<file path="config.mk">
export PLATFORM = sky130hd
export DESIGN_NAME = weight_fifo_loader_flat
export DESIGN_NICKNAME = d
export VERILOG_FILES = /design/src/rtl/weight_pkg.sv /design/src/rtl/weight_fifo_loader_if.sv /design/src/rtl/weight_word_unpacker.sv /design/src/rtl/weight_fifo_loader.sv /design/src/flat_wrapper.sv
export SDC_FILE = /design/constraint.sdc
export NUM_CORES = 1
export LEC_CHECK = 0
export BUFFER_PORTS_ARGS = -buffer_cell sky130_fd_sc_hd__buf_4
export CAP_MARGIN = 10
export CORE_AREA = 2 2 91 93
export DETAILED_ROUTE_END_ITERATION = 16
export DIE_AREA = 0 0 93 95
export GPL_TIMING_DRIVEN = 0
export PLACE_DENSITY = 0.82
export SYNTH_ARGS = -nofsm -noshare
export SYNTH_HDL_FRONTEND = slang
export SYNTH_HIERARCHICAL = 1
export SYNTH_SLANG_ARGS = --single-unit
</file>
<file path="constraint.sdc">
create_clock -name i_clk -period 2.1 [get_ports i_clk]
set_input_delay 0 -clock i_clk [delete_from_list [all_inputs] [get_ports i_clk]]
set_output_delay 0 -clock i_clk [all_outputs]
set_load 0.005 [all_outputs]
</file>
<file path="src/rtl/weight_pkg.sv">
// Shared state encoding and sizing helpers for the weight FIFO loader.
package weight_pkg;

    typedef logic [2:0] state_t;

    localparam state_t ST_IDLE         = 3'd0;
    localparam state_t ST_FLUSH        = 3'd1;
    localparam state_t ST_WAIT_ACK     = 3'd2;
    localparam state_t ST_LOAD         = 3'd3;
    localparam state_t ST_WAIT_CONSUME = 3'd4;

    localparam int DEF_PIX_WIDTH      = 8;
    localparam int DEF_SIZE_OF_WEIGHT = 5;
    localparam int DEF_WORD_WIDTH     = 32;
    localparam int DEF_CH_CNT_WIDTH   = 10;

    function automatic int kk(input int k);
        return k * k;
    endfunction

    function automatic int pix_per_word(input int word_w, input int pix_w);
        return word_w / pix_w;
    endfunction

    // Channels are word-aligned, so a partial last word still costs a full word.
    function automatic int words_per_ch(input int k, input int word_w, input int pix_w);
        return (kk(k) + pix_per_word(word_w, pix_w) - 1) / pix_per_word(word_w, pix_w);
    endfunction

endpackage

</file>
<file path="src/rtl/weight_fifo_loader_if.sv">
// DMA word stream plus weight-FIFO write port seen from the loader (master) and FIFO side (slave).
interface weight_fifo_loader_if #(
    parameter int WORD_WIDTH = 32,
    parameter int PIX_WIDTH  = 8
);
    logic [WORD_WIDTH-1:0] i_wdata;
    logic                  i_wvalid;
    logic                  o_wready;
    logic                  i_request_data;
    logic                  i_full;
    logic                  i_flush_fin;
    logic                  o_wr_en;
    logic [PIX_WIDTH-1:0]  o_data;
    logic                  o_flush;

    modport master (
        input  i_wdata, i_wvalid, i_request_data, i_full, i_flush_fin,
        output o_wready, o_wr_en, o_data, o_flush
    );

    modport slave (
        output i_wdata, i_wvalid, i_request_data, i_full, i_flush_fin,
        input  o_wready, o_wr_en, o_data, o_flush
    );
endinterface

</file>
<file path="src/rtl/weight_word_unpacker.sv">
// One-word buffer that splits a packed DMA word into pixels; slice order set by WEIGHT_FIFO_LOADER_MSB_FIRST_EN.
module weight_word_unpacker
    import weight_pkg::*;
#(
    parameter int WORD_WIDTH = DEF_WORD_WIDTH,
    parameter int PIX_WIDTH  = DEF_PIX_WIDTH
) (
    input  logic                  clk_i,
    input  logic                  rst_i,
    input  logic                  en_i,
    input  logic [WORD_WIDTH-1:0] word_i,
    input  logic                  word_valid_i,
    output logic                  word_ready_o,
    input  logic                  pop_i,
    input  logic                  discard_i,
    output logic [PIX_WIDTH-1:0]  pix_o,
    output logic                  pix_valid_o
);
    localparam int PPW   = pix_per_word(WORD_WIDTH, PIX_WIDTH);
    localparam int IDX_W = (PPW > 1) ? $clog2(PPW) : 1;

    logic [WORD_WIDTH-1:0]          buf_q, buf_d;
    logic [IDX_W-1:0]               idx_q, idx_d;
    logic                           full_q, full_d;
    logic [PPW-1:0][PIX_WIDTH-1:0]  slices;
    logic                           last_slice;
    logic                           drain;
    logic                           take;

    assign slices      = buf_q;
    assign last_slice  = (idx_q == IDX_W'(PPW - 1));
    assign drain       = pop_i & (last_slice | discard_i);
    // Refill is allowed in the same cycle the final slice leaves, unless the channel ends there.
    assign word_ready_o = en_i & (~full_q | (pop_i & last_slice & ~discard_i));
    assign take        = word_ready_o & word_valid_i;
    assign pix_valid_o = full_q;

`ifdef WEIGHT_FIFO_LOADER_MSB_FIRST_EN
    assign pix_o = slices[IDX_W'(PPW - 1) - idx_q];
`else
    assign pix_o = slices[idx_q];
`endif

    always_comb begin
        buf_d  = buf_q;
        idx_d  = idx_q;
        full_d = full_q;
        if (pop_i) begin
            idx_d = idx_q + 1'b1;
        end
        if (drain) begin
            full_d = 1'b0;
            idx_d  = '0;
        end
        if (take) begin
            buf_d  = word_i;
            idx_d  = '0;
            full_d = 1'b1;
        end
    end

    always_ff @(posedge clk_i) begin
        if (rst_i) begin
            buf_q  <= '0;
            idx_q  <= '0;
            full_q <= 1'b0;
        end else begin
            buf_q  <= buf_d;
            idx_q  <= idx_d;
            full_q <= full_d;
        end
    end

endmodule

</file>
<file path="src/rtl/weight_fifo_loader.sv">
// Loads one KxK weight channel per FIFO flush; WEIGHT_FIFO_LOADER_MSB_FIRST_EN selects MSB-first unpacking.
module weight_fifo_loader
    import weight_pkg::*;
#(
    parameter int PIX_WIDTH      = DEF_PIX_WIDTH,
    parameter int SIZE_OF_WEIGHT = DEF_SIZE_OF_WEIGHT,
    parameter int WORD_WIDTH     = DEF_WORD_WIDTH,
    parameter int CH_CNT_WIDTH   = DEF_CH_CNT_WIDTH
) (
    input  logic                    i_clk,
    input  logic                    i_rst,
    input  logic                    i_start,
    input  logic [CH_CNT_WIDTH-1:0] i_num_ch,
    input  logic                    i_ch_consumed,
    output logic                    o_busy,
    output logic                    o_done,
    output logic                    o_err,
    weight_fifo_loader_if.master    bus
);
    localparam int KK   = kk(SIZE_OF_WEIGHT);
    localparam int WPC  = words_per_ch(SIZE_OF_WEIGHT, WORD_WIDTH, PIX_WIDTH);
    localparam int PC_W = $clog2(KK + 1);
    localparam int WC_W = $clog2(WPC + 1);

    state_t                  state_q, state_d;
    logic [PC_W-1:0]         pix_cnt_q, pix_cnt_d;
    logic [WC_W-1:0]         word_cnt_q, word_cnt_d;
    logic [CH_CNT_WIDTH-1:0] ch_cnt_q, ch_cnt_d;
    logic [CH_CNT_WIDTH-1:0] num_ch_q, num_ch_d;
    logic                    wr_en_q, wr_en_d;
    logic [PIX_WIDTH-1:0]    data_q, data_d;
    logic                    flush_q, flush_d;
    logic                    done_q, done_d;
    logic                    err_q, err_d;

    logic                    in_load;
    logic                    pix_valid;
    logic                    issue;
    logic                    last_pix;
    logic                    word_ready;
    logic                    word_take;
    logic [PIX_WIDTH-1:0]    pix;

    assign in_load   = (state_q == ST_LOAD);
    assign issue     = in_load & pix_valid & bus.i_request_data;
    assign last_pix  = issue & (pix_cnt_q == PC_W'(KK - 1));
    assign word_take = word_ready & bus.i_wvalid;

    // Word count caps DMA reads at one channel's worth even if the stream keeps offering.
    weight_word_unpacker #(
        .WORD_WIDTH (WORD_WIDTH),
        .PIX_WIDTH  (PIX_WIDTH)
    ) u_unpack (
        .clk_i        (i_clk),
        .rst_i        (i_rst),
        .en_i         (in_load & (word_cnt_q != WC_W'(WPC))),
        .word_i       (bus.i_wdata),
        .word_valid_i (bus.i_wvalid),
        .word_ready_o (word_ready),
        .pop_i        (issue),
        .discard_i    (last_pix),
        .pix_o        (pix),
        .pix_valid_o  (pix_valid)
    );

    always_comb begin
        state_d    = state_q;
        pix_cnt_d  = pix_cnt_q;
        word_cnt_d = word_take ? word_cnt_q + 1'b1 : word_cnt_q;
        ch_cnt_d   = ch_cnt_q;
        num_ch_d   = num_ch_q;
        wr_en_d    = issue;
        data_d     = issue ? pix : data_q;
        flush_d    = 1'b0;
        done_d     = 1'b0;
        err_d      = err_q | (wr_en_q & bus.i_full);

        case (state_q)
            ST_IDLE: begin
                if (i_start) begin
                    num_ch_d = (i_num_ch == '0) ? CH_CNT_WIDTH'(1) : i_num_ch;
                    ch_cnt_d = '0;
                    flush_d  = 1'b1;
                    state_d  = ST_FLUSH;
                end
            end
            ST_FLUSH: begin
                state_d = ST_WAIT_ACK;
            end
            ST_WAIT_ACK: begin
                if (bus.i_flush_fin) begin
                    pix_cnt_d  = '0;
                    word_cnt_d = '0;
                    state_d    = ST_LOAD;
                end
            end
            ST_LOAD: begin
                if (issue) begin
                    pix_cnt_d = pix_cnt_q + 1'b1;
                end
                if (last_pix) begin
                    state_d = ST_WAIT_CONSUME;
                end
            end
            ST_WAIT_CONSUME: begin
                if (i_ch_consumed) begin
                    ch_cnt_d = ch_cnt_q + 1'b1;
                    if (ch_cnt_d == num_ch_q) begin
                        done_d  = 1'b1;
                        state_d = ST_IDLE;
                    end else begin
                        flush_d = 1'b1;
                        state_d = ST_FLUSH;
                    end
                end
            end
            default: begin
                state_d = ST_IDLE;
            end
        endcase
    end

    always_ff @(posedge i_clk) begin
        if (i_rst) begin
            state_q    <= ST_IDLE;
            pix_cnt_q  <= '0;
            word_cnt_q <= '0;
            ch_cnt_q   <= '0;
            num_ch_q   <= '0;
            wr_en_q    <= 1'b0;
            data_q     <= '0;
            flush_q    <= 1'b0;
            done_q     <= 1'b0;
            err_q      <= 1'b0;
        end else begin
            state_q    <= state_d;
            pix_cnt_q  <= pix_cnt_d;
            word_cnt_q <= word_cnt_d;
            ch_cnt_q   <= ch_cnt_d;
            num_ch_q   <= num_ch_d;
            wr_en_q    <= wr_en_d;
            data_q     <= data_d;
            flush_q    <= flush_d;
            done_q     <= done_d;
            err_q      <= err_d;
        end
    end

    assign bus.o_wready = word_ready;
    assign bus.o_wr_en  = wr_en_q;
    assign bus.o_data   = data_q;
    assign bus.o_flush  = flush_q;
    assign o_busy       = (state_q != ST_IDLE);
    assign o_done       = done_q;
    assign o_err        = err_q;

endmodule

</file>
<file path="src/flat_wrapper.sv">
// flat-port wrapper written by rule: the top's interface ports become plain ports
module weight_fifo_loader_flat import weight_pkg::*;
#(
    parameter int PIX_WIDTH      = DEF_PIX_WIDTH,
    parameter int SIZE_OF_WEIGHT = DEF_SIZE_OF_WEIGHT,
    parameter int WORD_WIDTH     = DEF_WORD_WIDTH,
    parameter int CH_CNT_WIDTH   = DEF_CH_CNT_WIDTH
)
  (i_clk, i_rst, i_start, i_num_ch, i_ch_consumed, o_busy, o_done, o_err, bus_i_wdata, bus_i_wvalid, bus_i_request_data, bus_i_full, bus_i_flush_fin, bus_o_wready, bus_o_wr_en, bus_o_data, bus_o_flush);
  weight_fifo_loader_if #(.WORD_WIDTH(WORD_WIDTH), .PIX_WIDTH(PIX_WIDTH)) bus_i ();
  input  logic i_clk;
  input  logic i_rst;
  input  logic i_start;
  input  logic [CH_CNT_WIDTH-1:0] i_num_ch;
  input  logic i_ch_consumed;
  output logic o_busy;
  output logic o_done;
  output logic o_err;
  input wire logic [$bits(bus_i.i_wdata)-1:0] bus_i_wdata;
  input wire logic [$bits(bus_i.i_wvalid)-1:0] bus_i_wvalid;
  input wire logic [$bits(bus_i.i_request_data)-1:0] bus_i_request_data;
  input wire logic [$bits(bus_i.i_full)-1:0] bus_i_full;
  input wire logic [$bits(bus_i.i_flush_fin)-1:0] bus_i_flush_fin;
  output wire logic [$bits(bus_i.o_wready)-1:0] bus_o_wready;
  output wire logic [$bits(bus_i.o_wr_en)-1:0] bus_o_wr_en;
  output wire logic [$bits(bus_i.o_data)-1:0] bus_o_data;
  output wire logic [$bits(bus_i.o_flush)-1:0] bus_o_flush;
  assign bus_i.i_wdata = bus_i_wdata;
  assign bus_i.i_wvalid = bus_i_wvalid;
  assign bus_i.i_request_data = bus_i_request_data;
  assign bus_i.i_full = bus_i_full;
  assign bus_i.i_flush_fin = bus_i_flush_fin;
  assign bus_o_wready = bus_i.o_wready;
  assign bus_o_wr_en = bus_i.o_wr_en;
  assign bus_o_data = bus_i.o_data;
  assign bus_o_flush = bus_i.o_flush;
  weight_fifo_loader #(.PIX_WIDTH(PIX_WIDTH), .SIZE_OF_WEIGHT(SIZE_OF_WEIGHT), .WORD_WIDTH(WORD_WIDTH), .CH_CNT_WIDTH(CH_CNT_WIDTH)) u_core (.i_clk(i_clk), .i_rst(i_rst), .i_start(i_start), .i_num_ch(i_num_ch), .i_ch_consumed(i_ch_consumed), .o_busy(o_busy), .o_done(o_done), .o_err(o_err), .bus(bus_i));
endmodule
</file>
[Yosys cells after proc, flatten, opt, wreduce, memory -nomap -nowiden]
Cells that the tools add are included.
Cells by class
  $add $sub $neg: 4
  $lt $le $gt $ge: 1
  equal/unequal tests: 13
  multiplexer cells: 25
  bitwise operators: 17
  reductions and logical operators: 12
Operators by type and width (count)
  10-bit 2-to-1 mux: 3
  3-bit 2-to-1 mux: 7
  10-bit one-hot mux with 2 select lines: 1
  8-bit binary-select mux with 2-bit select: 1
  3-bit one-hot mux with 5 select lines: 1
  10-bit by 1-bit adder with 10-bit output (second input constant): 1
  1-bit AND: 10
  10-bit == test: 1
  10-bit logical NOT: 1
  5-bit 2-to-1 mux: 2
  2-bit != test (second input constant): 5
  5-bit one-hot mux with 2 select lines: 1
  8-bit 2-to-1 mux: 1
  1-bit 2-to-1 mux: 7
  3-bit by 2-bit == test with 1-bit output (second input constant): 2
  3-bit AND reduction: 2
  2-bit nonzero test: 3
  3-bit OR reduction: 2
  5-bit by 1-bit adder with 5-bit output (second input constant): 1
  5-bit == test (second input constant): 1
  1-bit NOT: 4
  4-bit AND reduction: 1
  3-bit by 1-bit adder with 3-bit output (second input constant): 1
  3-bit by 1-bit == test with 1-bit output (second input constant): 1
  other kinds (10): 12
Storage, ports and cells
  flip-flop bits (word level): 78
  bits of input ports: 50
  output and inout port bits: 14

[Longest topological paths before layout]
  word-level depth: 12
  gate-level depth with buffers: 10

[Cells and area by module]
The synthesis kept the hierarchy.
Modules (own cells, without submodules)
  weight_fifo_loader: instances 1, cells an instance 264, area an instance 2118.3 um2, sequential area each 860.8 um2
  weight_word_unpacker: instances 1, cells an instance 167, area an instance 1819.2 um2, sequential area each 700.7 um2

[Worst setup path before layout]
OpenSTA, ideal clock, no wires.
  path type: flip-flop to flip-flop
  start point: reg u_core.state_q[1]
  end point: reg u_core.word_cnt_q[0]
  arrival time: 1.949 ns
  slack: 0.028 ns
  cell stages (with the launch flop): 10
  buffers on the path: 1
  period minus slack after synthesis: 2.072 ns
  path through: dfxtp_1 -> and3b_1 -> nand3_2 -> inv_2 -> buf_2 -> nand3b_4 -> a21boi_0 -> nand2_1 -> xor2_1 -> nor2_1
On the way
  word-level cells in the longest chain between the ends: 12
RTL lines
  from (decl): RTL line weight_fifo_loader.sv:25  | state_t state_q, state_d;
  from (signal assigned): RTL line weight_fifo_loader.sv:136  | state_q <= state_d;
  3-bit by 2-bit == test with 1-bit output *: RTL line weight_fifo_loader.sv:44  | assign in_load = (state_q == ST_LOAD);
  1-bit AND * (2 in series): RTL line weight_fifo_loader.sv:45  | assign issue = in_load & pix_valid & bus.i_request_data;
  named net u_core.issue: RTL line weight_fifo_loader.sv:38  | logic issue;
  1-bit AND: RTL line weight_fifo_loader.sv:46  | assign last_pix = issue & (pix_cnt_q == PC_W'(KK - 1));
  1-bit NOT: RTL line weight_word_unpacker.sv:34  | assign word_ready_o = en_i & (~full_q | (pop_i & last_slice & ~discard_i));
  1-bit AND *: RTL line weight_word_unpacker.sv:34
  1-bit bitwise OR *: RTL line weight_word_unpacker.sv:34
  1-bit AND *: RTL line weight_word_unpacker.sv:34
  named net bus_o_wready: RTL line flat_wrapper.sv:24  | output wire logic [$bits(bus_i.o_wready)-1:0] bus_o_wready;
  1-bit AND *: RTL line weight_fifo_loader.sv:47  | assign word_take = word_ready & bus.i_wvalid;
  3-bit 2-to-1 mux *: RTL line weight_fifo_loader.sv:69  | word_cnt_d = word_take ? word_cnt_q + 1'b1 : word_cnt_q;
  3-bit 2-to-1 mux: RTL line weight_fifo_loader.sv:91  | if (bus.i_flush_fin) begin
  3-bit 2-to-1 mux *: RTL line weight_fifo_loader.sv:78  | case (state_q)
  to (signal assigned): RTL line weight_fifo_loader.sv:138  | word_cnt_q <= word_cnt_d;
  to (decl): RTL line weight_fifo_loader.sv:27  | logic [WC_W-1:0] word_cnt_q, word_cnt_d;
Mark *: on every way through the listed nets, which the timed path passes. The rest lies on a longest branch.
A chain may end at the register's enable or synchronous reset.

[Worst setup path in the final report]
  start point: reg u_core.ch_cnt_q[0]
  end point: reg u_core.flush_q, in the netlist u_core/bus.o_flush
On the way
  word-level cells in the longest chain between the ends: 5
RTL lines
  from (decl): RTL line weight_fifo_loader.sv:28  | logic [CH_CNT_WIDTH-1:0] ch_cnt_q, ch_cnt_d;
  from (signal assigned): RTL line weight_fifo_loader.sv:139  | ch_cnt_q <= ch_cnt_d;
  10-bit by 1-bit adder with 10-bit output: RTL line weight_fifo_loader.sv:107  | ch_cnt_d = ch_cnt_q + 1'b1;
  10-bit == test: RTL line weight_fifo_loader.sv:108  | if (ch_cnt_d == num_ch_q) begin
  1-bit 2-to-1 mux: RTL line weight_fifo_loader.sv:108
  1-bit 2-to-1 mux: RTL line weight_fifo_loader.sv:106  | if (i_ch_consumed) begin
  1-bit one-hot mux with 2 select lines: RTL line weight_fifo_loader.sv:78
  to (signal assigned): RTL line weight_fifo_loader.sv:143  | flush_q <= flush_d;
  to (decl): RTL line weight_fifo_loader.sv:32  | logic flush_q, flush_d;
Every way passes these cells.

==> run_summary.xml <==
<?xml version="1.0" encoding="UTF-8"?>
<metrics>
  <group name="setup_path">
    <metric name="worst-r2r-setup-slack" unit="ps">80</metric>
    <metric name="critical_path_class" unit="">reg2reg</metric>
    <metric name="critical_path.max_fanout" unit="">8</metric>
    <metric name="rr_startpoint" unit="">u_core/ch_cnt_q[0]$_SDFFE_PP0P_</metric>
    <metric name="worstSetupEndpointType" unit="">register</metric>
    <metric name="worst-endpoint-required" unit="ps">2320</metric>
    <metric name="startpoint_type" unit="">register</metric>
    <metric name="crit_arrival" unit="ps">2240</metric>
    <metric name="reg2regPathDepth" unit="">8</metric>
    <metric name="crit_reg_reg_endpoint" unit="">u_core/bus.o_flush$_SDFF_PP0_</metric>
  </group>
  <group name="global_routing">
    <metric name="grt_remaining_overflow" unit="">0</metric>
    <metric name="antenna_found_initial" unit="">0</metric>
    <metric name="first_pass_grt_wire_length" unit="mm">16.0</metric>
    <metric name="grt_use_total" unit="%">23.1</metric>
    <metric name="pin_count_of_the_biggest_net_entering_global_routing" unit="">16</metric>
    <metric name="first_global_vias" unit="">3477</metric>
  </group>
  <group name="clock_network">
    <metric name="clockBufferDepth" unit="">2</metric>
    <metric name="numClockSinks" unit="">78</metric>
    <metric name="cts-htree-levels" unit="">3</metric>
    <metric name="cts_tree" unit="">built</metric>
    <metric name="clkSlewWorstSetupHoldPaths" unit="ps">90</metric>
    <metric name="root_buffer_cell" unit="">clkbuf_8</metric>
    <metric name="cts-buffers-inserted" unit="">9</metric>
    <metric name="clkLatencyLatePin" unit="ps">360</metric>
  </group>
  <group name="yosys">
    <metric name="synth.net_count" unit="">487</metric>
    <metric name="synth-async-reset-ratio" unit="%">0</metric>
    <metric name="post_synth_instance_area" unit="sq um">3940</metric>
    <metric name="synthCells" unit="">431</metric>
    <metric name="synth-edff-count" unit="">0</metric>
    <metric name="yosysSeqAreaShare" unit="%">39.7</metric>
    <metric name="syn-mean-instance-area" unit="sq um">9.14</metric>
    <metric name="synth-main-ff-cell" unit="">dfxtp_1</metric>
    <metric name="synthesis.yosys.warnings" unit="">6</metric>
    <metric name="netlist-cell-type-count" unit="">58</metric>
    <metric name="postSynthRegisterBits" unit="">78</metric>
  </group>
  <group name="drt">
    <metric name="initialDrtViolationCount" unit="">118</metric>
    <metric name="drt_first_pass_iters" unit="">5</metric>
    <metric name="postRouteAntennaNets" unit="">0</metric>
    <metric name="vias_per_cell" unit="">5.26</metric>
    <metric name="via_count" unit="">3489</metric>
    <metric name="count_of_unresolved_drc_violations_after_routing" unit="">0</metric>
    <metric name="avgRoutedWirePerCell" unit="um">14.9</metric>
    <metric name="routed_wirelength" unit="mm">9.88</metric>
  </group>
  <group name="cells_and_area">
    <metric name="ratio_of_cells_with_drive_above_1_in_the_final_layout" unit="%">22.0</metric>
    <metric name="seq_area" unit="sq um">1570</metric>
    <metric name="syn_to_final_growth" unit="%">33.5</metric>
    <metric name="layout.nets" unit="">609</metric>
    <metric name="multi_input_comb_area" unit="sq um">2210</metric>
    <metric name="fillers" unit="">616</metric>
    <metric name="insertedDiodeCount" unit="">0</metric>
  </group>
  <group name="placement">
    <metric name="dp_hpwl" unit="mm">6.64</metric>
    <metric name="place.gp.congestion" unit="">0.897</metric>
    <metric name="buffer_ports.inserted" unit="">62</metric>
    <metric name="place_ws" unit="ps">-284</metric>
  </group>
  <group name="min_path">
    <metric name="hold_path.class" unit="">in2reg</metric>
    <metric name="hold_end" unit="">u_core/u_unpack/pix_valid_o$_SDFFE_PP0P_</metric>
    <metric name="hold_path_startpoint" unit="">i_rst</metric>
    <metric name="holdPathStages" unit="">2</metric>
  </group>
  <group name="sta">
    <metric name="number_of_failing_hold_endpoints_at_the_final_stage" unit="">0</metric>
    <metric name="layout_worst_path_cycle_share" unit="%">96.1</metric>
    <metric name="final.setup.tns" unit="ps">0</metric>
    <metric name="timing.fmax" unit="MHz">496</metric>
    <metric name="relSlewSlack" unit="%">65.5</metric>
    <metric name="max_slew.worst_pin.slew" unit="ps">518</metric>
    <metric name="finalWorstPathRequiredPeriod" unit="ps">2020</metric>
    <metric name="setup_viol_count_final" unit="">0</metric>
    <metric name="timing_max_transition_violations_final" unit="">0</metric>
    <metric name="final.setup_skew" unit="ps">11.6</metric>
    <metric name="postLayoutSetupSlackWorst" unit="ps">82.1</metric>
  </group>
  <group name="floorplan">
    <metric name="row_count" unit="">33</metric>
    <metric name="design.die.area" unit="sq um">8840</metric>
    <metric name="fp.coreArea" unit="sq um">7930</metric>
    <metric name="initial_core_util" unit="%">49.7</metric>
    <metric name="io-pin-count" unit="">64</metric>
    <metric name="die_w" unit="um">93</metric>
    <metric name="die_height" unit="um">95</metric>
  </group>
  <group name="pwr">
    <metric name="cellLeakagePower" unit="nW">2.04</metric>
    <metric name="worst_ir_drop_vdd" unit="mV">0.330</metric>
    <metric name="powerDensity" unit="nW/um^2">570</metric>
  </group>
  <group name="outcome">
    <metric name="outcome" unit="">finished clean</metric>
  </group>
  <group name="run">
    <metric name="drv_cap" unit="">0</metric>
  </group>
</metrics>
per-layer routing:
metal	global-route usage, %	vias to the layer above	part of all wire [%]
met2	43.2	97	53
met4	7.84	0	1.3
met5	0	-	0
met3	3.91	12	4.4
met1	26.7	1652	42
li1	-	1728	-
where the power goes:
| part | internal [W] | total (W) | switching, W |
|---|---|---|---|
| registers | 0.00151 | 0.00154 | 0.0000312 |
| clock network | 0.000443 | 0.00104 | 0.000594 |
| logic | 0.000230 | 0.000412 | 0.000182 |
Yosys cell counts, types with 4 or more instances:
master / instances / share of area [%]
mux2i_1: 34 / 8.6
xnor2_1: 11 / 2.4
inv_1: 5 / 0.48
o21ai_0: 5 / 0.64
nor3_1: 9 / 1.1
a21oi_1: 33 / 4.2
nor4_1: 4 / 0.64
nand2b_1: 65 / 10
nor2_1: 21 / 2.0
ha_1: 6 / 1.9
buf_2: 6 / 0.76
nand4_1: 4 / 0.64
a31oi_1: 6 / 0.95
mux4_2: 8 / 4.6
nand2_1: 53 / 5.1
dfxtp_1: 78 / 40
nand3_1: 8 / 1.0
clkbuf_1: 14 / 1.3
xor2_1: 7 / 1.6
cells by family after synthesis:
group                      after synthesis  synth area share [%]
adders and majority gates                6                  1.91
DFF                                     78                  39.7
muxes                                   42                  13.2
AOI/OAI and AO/OA                       62                  9.60
xor gates and xnor gates                18                  4.00
and+or+nand+nor                        192                  26.7
buffers and inverters                   33                  4.93
worst max-delay path: stages, from the launching register on:
cell and delay (ps):
dfxtp_2 370, ha_1 210, clkbuf_4 180, xnor2_1 140
xnor2_1 120, nor4_1 330, nand3_1 220, nor3_4 200
o22ai_1 120
state kept, by name, indices dropped and copies added, names as in the netlist:
| register | flops |
|---|---|
| u_core/bus.o_wr_en | 1 |
| u_core/bus.o_data | 8 |
| u_core/u_unpack/pix_valid_o | 1 |
| u_core/bus.o_flush | 1 |
| u_core/o_done | 1 |
| u_core/word_cnt_q | 3 |
| u_core/num_ch_q | 10 |
| u_core/pix_cnt_q | 5 |
| u_core/u_unpack/buf_q | 32 |
| u_core/ch_cnt_q | 10 |
| u_core/o_err | 1 |
| u_core/state_q | 3 |
| u_core/u_unpack/idx_q | 2 |
worst max path at each step:
stage	endpoint	slack [ps]	from	depth (start not counted)
after floorplan	u_core/word_cnt_q[0]$_SDFF_PP0_	30	u_core/state_q[1]$_SDFFE_PP0P_	9
after global placement	u_core/word_cnt_q[0]$_SDFF_PP0_	-240	u_core/state_q[1]$_SDFFE_PP0P_	9
after detailed placement	u_core/u_unpack/buf_q[0]$_SDFFE_PP0P_	-280	u_core/state_q[1]$_SDFFE_PP0P_	8
after CTS	u_core/u_unpack/buf_q[0]$_SDFFE_PP0P_	30	u_core/state_q[1]$_SDFFE_PP0P_	9
after global routing	u_core/bus.o_flush$_SDFF_PP0_	-20	u_core/ch_cnt_q[0]$_SDFFE_PP0P_	8
final	u_core/bus.o_flush$_SDFF_PP0_	80	u_core/ch_cnt_q[0]$_SDFFE_PP0P_	8
placed cells by master, fill, tap and decap left out, types with 4 or more instances in the layout:
cell type	count
clkbuf_1	14
xor2_1	7
mux4_2	8
dlygate4sd3_1	46
dfxtp_1	73
mux2i_1	34
xnor2_1	11
clkbuf_8	9
buf_4	65
nor3_1	9
buf_2	4
nand2_1	53
nor2_1	21
nand3_1	8
a31oi_1	6
nand4_1	4
nand2b_1	65
dfxtp_2	4
o21ai_0	5
a21oi_1	33
inv_1	5
ha_1	6
what timing repair did:
item	in CTS	in global routing
resized for setup	6	9
setup buffers	3	0
hold buffers	46	0
pin swaps	2	2
endpoints found under the hold margin	48	0
gates cloned	0	0
setup endpoints to repair	41	37
stage by stage:
| stage | power (W) | instance area (sq um) | std cells | utilization [%] | hold WS (ps) |
|---|---|---|---|---|---|
| 4_1_cts | 0.00300 | 5230 | 663 | 66.0 | 6.73 |
| 2_1_floorplan | 0.00176 | 3940 | 431 | - | 111 |
| 3_5_place_dp | 0.00190 | 4530 | 598 | 57.2 | 236 |
| 6_report | 0.00299 | 5260 | 663 | 66.3 | 18.6 |
| 3_3_place_gp | 0.00189 | 4530 | 598 | 57.2 | 228 |
| 5_1_grt | 0.00312 | 5260 | 663 | 66.3 | 35.2 |
area by class of cell:
type | count | area share, %
Multi-Input combinational cell | 320 | 42.0
Sequential cell | 78 | 29.9
Timing Repair Buffer | 111 | 18.3
Buffer | 26 | 3.36
Tap cell | 105 | 2.50
Clock buffer | 9 | 2.36
Clock inverter | 7 | 1.12
Inverter | 7 | 0.500
Power figures use the tool's default switching activity.
